File: src/rtl/decode_unit.sv
// Instruction decode stage: a 32-entry register file with write-first
// bypass, RV32 immediate generation, and the ID/EX pipeline register,
// which supports stall (hold) and flush (clear).
module decode_unit #(
    parameter int word_size = 32,
    parameter int reg_count = 32
) (
    input  logic                 clk,
    input  logic                 rst,
    input  logic [word_size-1:0] instruction,
    input  logic [word_size-1:0] PC_in,
    input  logic                 valid_in,
    input  logic                 stall,
    input  logic                 flush,
    input  logic                 wb_en,
    input  logic [4:0]           wb_addr,
    input  logic [word_size-1:0] wb_data,
    output logic [word_size-1:0] rs1_data,
    output logic [word_size-1:0] rs2_data,
    output logic [word_size-1:0] imm,
    output logic [4:0]           rd,
    output logic [6:0]           opcode,
    output logic [2:0]           funct3,
    output logic [6:0]           funct7,
    output logic [word_size-1:0] PC_out,
    output logic                 valid_out
);

    localparam logic [6:0] OP_IMM    = 7'b0010011;
    localparam logic [6:0] OP_LOAD   = 7'b0000011;
    localparam logic [6:0] OP_JALR   = 7'b1100111;
    localparam logic [6:0] OP_STORE  = 7'b0100011;
    localparam logic [6:0] OP_BRANCH = 7'b1100011;
    localparam logic [6:0] OP_LUI    = 7'b0110111;
    localparam logic [6:0] OP_AUIPC  = 7'b0010111;
    localparam logic [6:0] OP_JAL    = 7'b1101111;

    // Contents of the ID/EX pipeline register.
    typedef struct packed {
        logic [word_size-1:0] rs1_data;
        logic [word_size-1:0] rs2_data;
        logic [word_size-1:0] imm;
        logic [4:0]           rd;
        logic [6:0]           opcode;
        logic [2:0]           funct3;
        logic [6:0]           funct7;
        logic [word_size-1:0] pc;
        logic                 valid;
    } idex_t;

    logic [word_size-1:0] regs_q [reg_count];
    idex_t                idex_q;
    idex_t                idex_d;

    logic [31:0]          ins;
    logic [4:0]           rs1_idx;
    logic [4:0]           rs2_idx;
    logic                 wr_en;
    logic [word_size-1:0] rs1_val;
    logic [word_size-1:0] rs2_val;
    logic signed [31:0]   imm32;

    assign ins     = instruction[31:0];
    assign rs1_idx = ins[19:15];
    assign rs2_idx = ins[24:20];
    assign wr_en   = wb_en && (wb_addr != 5'd0);

    // Register file write port; x0 is never written.
    // NOTE: the register file must clear on reset, so it is built from resettable flops, not a RAM.
    always_ff @(posedge clk or negedge rst) begin
        if (!rst) begin
            for (int i = 0; i < reg_count; i++) begin
                regs_q[i] <= '0;
            end
        end else if (wr_en) begin
            regs_q[wb_addr] <= wb_data;
        end
    end

    // Read ports: x0 reads zero, and a same-cycle write to the read index is forwarded.
    // NOTE: every combinational output gets a default first so no path leaves it unassigned (no latch).
    always_comb begin
        rs1_val = '0;
        rs2_val = '0;
        if (rs1_idx != 5'd0) begin
            rs1_val = (wr_en && (wb_addr == rs1_idx)) ? wb_data : regs_q[rs1_idx];
        end
        if (rs2_idx != 5'd0) begin
            rs2_val = (wr_en && (wb_addr == rs2_idx)) ? wb_data : regs_q[rs2_idx];
        end
    end

    // Immediate generation, selected by the opcode format.
    always_comb begin
        imm32 = '0;
        unique case (ins[6:0])
            OP_IMM, OP_LOAD, OP_JALR:
                imm32 = {{20{ins[31]}}, ins[31:20]};
            OP_STORE:
                imm32 = {{20{ins[31]}}, ins[31:25], ins[11:7]};
            OP_BRANCH:
                imm32 = {{19{ins[31]}}, ins[31], ins[7], ins[30:25], ins[11:8], 1'b0};
            OP_LUI, OP_AUIPC:
                imm32 = {ins[31:12], 12'b0};
            OP_JAL:
                imm32 = {{11{ins[31]}}, ins[31], ins[19:12], ins[20], ins[30:21], 1'b0};
            default:
                imm32 = '0;
        endcase
    end

    // Next ID/EX contents: flush clears, stall holds, otherwise capture the decode.
    // NOTE: combinational blocks use blocking '=', clocked blocks use non-blocking '<='.
    always_comb begin
        idex_d = idex_q;
        if (flush) begin
            idex_d = '0;
        end else if (!stall) begin
            idex_d.rs1_data = rs1_val;
            idex_d.rs2_data = rs2_val;
            idex_d.imm      = word_size'(imm32);
            idex_d.rd       = ins[11:7];
            idex_d.opcode   = ins[6:0];
            idex_d.funct3   = ins[14:12];
            idex_d.funct7   = ins[31:25];
            idex_d.pc       = PC_in;
            idex_d.valid    = valid_in;
        end
    end

    // ID/EX pipeline register.
    always_ff @(posedge clk or negedge rst) begin
        if (!rst) begin
            idex_q <= '0;
        end else begin
            idex_q <= idex_d;
        end
    end

    assign rs1_data  = idex_q.rs1_data;
    assign rs2_data  = idex_q.rs2_data;
    assign imm       = idex_q.imm;
    assign rd        = idex_q.rd;
    assign opcode    = idex_q.opcode;
    assign funct3    = idex_q.funct3;
    assign funct7    = idex_q.funct7;
    assign PC_out    = idex_q.pc;
    assign valid_out = idex_q.valid;

endmodule

File: config.mk
export PLATFORM = sky130hd
export DESIGN_NAME = decode_unit
export DESIGN_NICKNAME = d
export VERILOG_FILES = /design/src/rtl/decode_unit.sv
export SDC_FILE = /design/constraint.sdc
export NUM_CORES = 2
export LEC_CHECK = 0
export BUFFER_PORTS_ARGS = -buffer_cell sky130_fd_sc_hd__buf_4
export CAP_MARGIN = 10
export CORE_UTILIZATION = 60
export CTS_CLUSTER_DIAMETER = 30
export DETAILED_ROUTE_END_ITERATION = 12
export PLACE_DENSITY = 0.77
export SLEW_MARGIN = 20
export SYNTH_ARGS = -nofsm -noshare
export SYNTH_HDL_FRONTEND = slang
export SYNTH_SLANG_ARGS = --single-unit
File: constraint.sdc
create_clock -name clk -period 5.5 [get_ports clk]
set_input_delay 0.55 -clock clk [delete_from_list [all_inputs] [get_ports clk]]
set_output_delay 0.55 -clock clk [all_outputs]
set_load 0.02 [all_outputs]
### Word-level counts from Yosys, hierarchy flattened

Cells that the tools add are included.
Widths: inputs -> output; s select.

* bits of input ports: 107
* output and inout bits: 151
* register bits: 1175
* logic and storage cells: 84

* mux-type cells: 16
* bitwise logic cells: 3
* reductions and logical operators: 9
* $lt $le $gt $ge: 4
* equal/unequal tests: 11

Operators with widths (count)
* $bwmux 1024: 1
* $bmux 32 s5: 2
* $mux 151: 2
* $mux 32: 9
* $demux 32 s5: 1
* $pmux 32 s5: 1
* $eq 7x7->1 const B: 3
* $ge 6x6->1 const B: 3
* $not 5->6: 3
* $reduce_bool 5->1: 3
* $eq 7x5->1 const B: 2
* $eq 7x6->1 const B: 2
* $eq 5x5->1: 2
* $eq 7x2->1 const B: 1
* $lt 6x1->1 const B: 1
* $logic_and 1x1->1: 4
* $reduce_or 3->1: 1
* $ne 2x1->1 const B: 1
* $reduce_or 2->1: 1

### Depth between registers and ports, before layout

* word-level depth: 8
* mapped depth: 10
* mapped depth without buffers: 5

### Worst setup path before layout

No wires, ideal clock.

* path kind: in2reg
* start point: input instruction[16]
* end point: register idex_q (netlist bit rs1_data[15])
* setup time: 0.126 ns
* arrival: 2.235 ns
* cell stages on the path: 7
* setup slack: 3.139 ns
* path buffers: 3
* required time: 5.374 ns
* path through: buf_2 clkbuf_1 buf_1 mux4_2 a22oi_1 nand4_1 a221o_1

* cells in the longest elaborated chain, start to end: 8
* elaborated cells between the ends (all ways): 11
* classes of those cells: 1 x eq/ne; 7 x mux; 1 x bitwise; 2 x reduce/logical

RTL lines
* start, declared: line 10 `input logic [word_size-1:0] instruction,`
* $not 5->6 (implied by the code): line 86 `rs1_val = (wr_en && (wb_addr == rs1_idx)) ? wb_data : regs_q[rs1_idx];`
* $bmux 32 s5: line 86
* $mux 32 (implied by the code) (2 in series): line 86
* $mux 32: line 86
* $mux 32 (*): line 85 `if (rs1_idx != 5'd0) begin`
* $mux 151 (*): line 118 `end else if (!stall) begin`
* $mux 151 (*): line 116 `if (flush) begin`
* end signal, assigned: line 136 `idex_q <= idex_d;`
* end, declared: line 52 `idex_t idex_q;`

Every way passes the cells marked *; elsewhere a longest branch is shown, timed or not. The select of a mux whose other input is x is not followed.
A chain may end at the register's enable or synchronous reset.

### Final worst setup path

* start point: input instruction[21]
* end point: register idex_q (netlist bit rs2_data[16])

* cells in the longest elaborated chain, start to end: 8
* elaborated cells between the ends (all ways): 11
* classes of those cells: 1 x eq/ne; 7 x mux; 1 x bitwise; 2 x reduce/logical

RTL lines
* $not 5->6 (implied by the code): line 89 `rs2_val = (wr_en && (wb_addr == rs2_idx)) ? wb_data : regs_q[rs2_idx];`
* $bmux 32 s5: line 89
* $mux 32 (implied by the code) (2 in series): line 89
* $mux 32: line 89
* $mux 32 (*): line 88 `if (rs2_idx != 5'd0) begin`
* $mux 151 (*): line 118
* $mux 151 (*): line 116

Marked as above.

==> results.ini <==
[detailed_routing]
routed_wl_mm = 200
dr.first_iter.drc_count = 5365
wl_per_cell_um = 32.6
route.detailed.drc = 0
via_per_inst = 7.16
via_count = 44041
first_pass_iters = 7
ant_nets = 0

[setup_path]
max_stage_delay_ns = 1.00
critical_path_arrival_ns = 3.56
startpoint_type = input port
slowest_stage = nor2b_4
crit_type = in2reg
cp_max_fo = 69
crit_chain = clkbuf_8 -> nor2b_4 -> buf_4 -> a22oi_1 -> and3_1 -> nor3_1 -> o311ai_1
end_kind = flip-flop
critPathRequiredTime_ns = 6.14

[yosys]
netlist_top_cells_area = dfrtp_1, mux2_2, mux4_2
synth_seq_cells = 1175
synth_top_family_by_area = multiplexers
yosys_warnings = 0
synth_fp_nets = 4578
synth.most_common_cell = dfrtp_1
synth_cell_types = 68
yosysTopAreaCell = dfrtp_1
synth.avg_cell_area_um2 = 13.7
synth_xor_area_share_pct = 0.143
synth_cells = 4471
synth_top_area_share_pct = 48.1
synthFlopType = dfrtp_1
synth_common_cells = dfrtp_1, mux2_2, mux2i_1
synth-simple-area-share_pct = 3.57
ys_seq_area_share_pct = 48.1
synth_compound_area_share_pct = 6.84
synth_fa_ha_area_share_pct = 0
synth_async_sr_flop_share_pct = 100
syn_area_um2 = 61100
synth_edf_count = 0
synthMuxAreaShare_pct = 37.6

[status]
status = completed

[floorplan]
die_x_um = 321
die_h_um = 321
initial_core_util_pct = 60.8
core-area_um2 = 100000
std_cell_rows = 116
die_area_um2 = 103000
pin_count = 258

[power_and_ir_drop]
power_density_nw_per_um2 = 416
ir_drop_mv = 0.317
p_total_mw = 29.9
leakagePower_nw = 32.4

[clock_tree]
cts_tree = done
htreeDepth = 4
ctsResizeCount = 0
ctsRootBufferMaster = clkbuf_16
clk_pin_slew_worst_paths_ns = 0.05
post_cts_buffers = 0
cts_hold_buffers = 40
cts_buffer_depth = 3
clock_sinks = 1175
numCtsBuffers = 216
clk_latency_ns = 0.81

[timing]
tightest_slew_ns = 1.28
maxSlewHeadroom_pct = 14.2
hold_violations = 0
tns_ns = 0
timing.fmax_ghz = 0.342
clock_skew_ns = 0.0307
rsz0062_at_grt = no
fin_crit_sh_pct = 53.2
setup_viol = 0
finalCriticalPeriod_ns = 2.93
slew_violations = 0

[worst_hold_path]
hold_path.class = in2reg

[global_routing]
grtUsageTotal_pct = 39.0
grt_start_max_net_pins = 178
grt_pass1_wl_mm = 295
antenna_found_initial = 13
grt_overflow = 0
grt_pass1_vias = 44419

[place]
gp_congestion = 0.877
dp_hpwl_mm = 114
portBuffers = 257

[finish]
area_growth_pct = 17.7
nets = 4713
drive_above_1_share_pct = 43.7

[flow_run]
cap_violations = 0

[placed cells by master, fill, tap and decap left out, drive strengths merged, types with 4 or more instances in the layout]
master	n
a211oi	36
mux2	1000
mux2i	501
diode	7
o21a	4
clkinv	49
and2	38
nand2	104
o32a	5
nor3b	7
a221oi	26
clkbuf	277
a22o	28
o221ai	5
nor3	15
nor2	107
bufinv	29
xnor2	7
o211ai	24
dlygate4sd3	40
nor2b	30
inv	18
o311ai	23
and3	9
a221o	32
nand3b	5
nor4	5
dfrtp	1175
clkinvlp	33
o31ai	4
buf	357
nand3	83
a22oi	232
mux4	295
nand4	25
o21ai	83
a21oi	45
[critical path: cells and delay by family]
kind | cells | cell delay, ns
compound gates | 2 | 0.29
buf+inv | 2 | 1.09
simple gates | 3 | 1.57
[state kept, by name, summed over array words and instances, names as in the netlist]
signal,count
funct7,7
funct3,3
rs1_data,32
opcode,7
PC_out,32
regs_q,1024
rs2_data,32
imm,32
rd,5
valid_out,1
[routing by layer]
metal	up-vias	GRT usage, %	part of all wire (%)
met3	652	13.0	12
met2	3042	56.6	44
met1	22953	52.5	39
met4	18	20.1	5.2
li1	17376	-	-
met5	-	0	0.059
[worst paths after layout]
| check | from | end | slack [ns] | cells past startpoint |
|---|---|---|---|---|
| worst min register to register | regs_q[1016] | regs_q[1016] | 0.40 | 0 |
| max in group asynchronous | rst | regs_q[137] | 3.57 | 3 |
| min in group asynchronous | rst | regs_q[207] | 0.40 | 2 |
| worst min-delay path | PC_in[0] | PC_out[0] | 0.03 | 3 |
| worst max register to register | regs_q[304] | rs2_data[16] | 3.39 | 5 |
| worst max-delay path | instruction[21] | rs2_data[16] | 2.57 | 7 |
[layout make-up]
type,count,area (µm²)
Multi-Input combinational cell,2812,29700
Sequential cell,1175,29400
Fill cell,6457,28500
Clock buffer,276,6020
Timing Repair Buffer,398,3380
Tap cell,1357,1700
Clock inverter,126,1670
Antenna cell,7,17.5
Inverter,3,11.3
[logic make-up after synthesis]
logic type | count (synthesis)
multiplexers | 1796
AO/OA/AOI/OAI | 562
XOR/XNOR | 10
AND/OR/NAND/NOR | 444
flip-flops | 1175
buffers and inverters | 484
[where the power goes]
part	internal [mW]	switching (mW)
combinational	2.58	2.11
sequential	10.2	1.22
clock	9.11	4.73
total	21.8	8.06
[through the flow]
step / area, µm² / utilization, % / hold WS (ns) / setup slack (ns) / cells
3_5_place_dp: 63800 / 63.5 / 0.386 / 1.92 / 5704
4_1_cts: 71900 / 71.6 / 0.00142 / 2.74 / 6146
5_1_grt: 71900 / 71.6 / 0.0223 / 2.63 / 6148
2_1_floorplan: 61100 / - / 0.254 / 3.14 / 4471
3_3_place_gp: 63800 / 63.5 / 0.378 / 1.99 / 5703
6_report: 71900 / 71.6 / 0.0298 / 2.57 / 6154
Power figures use the tool's default switching activity.
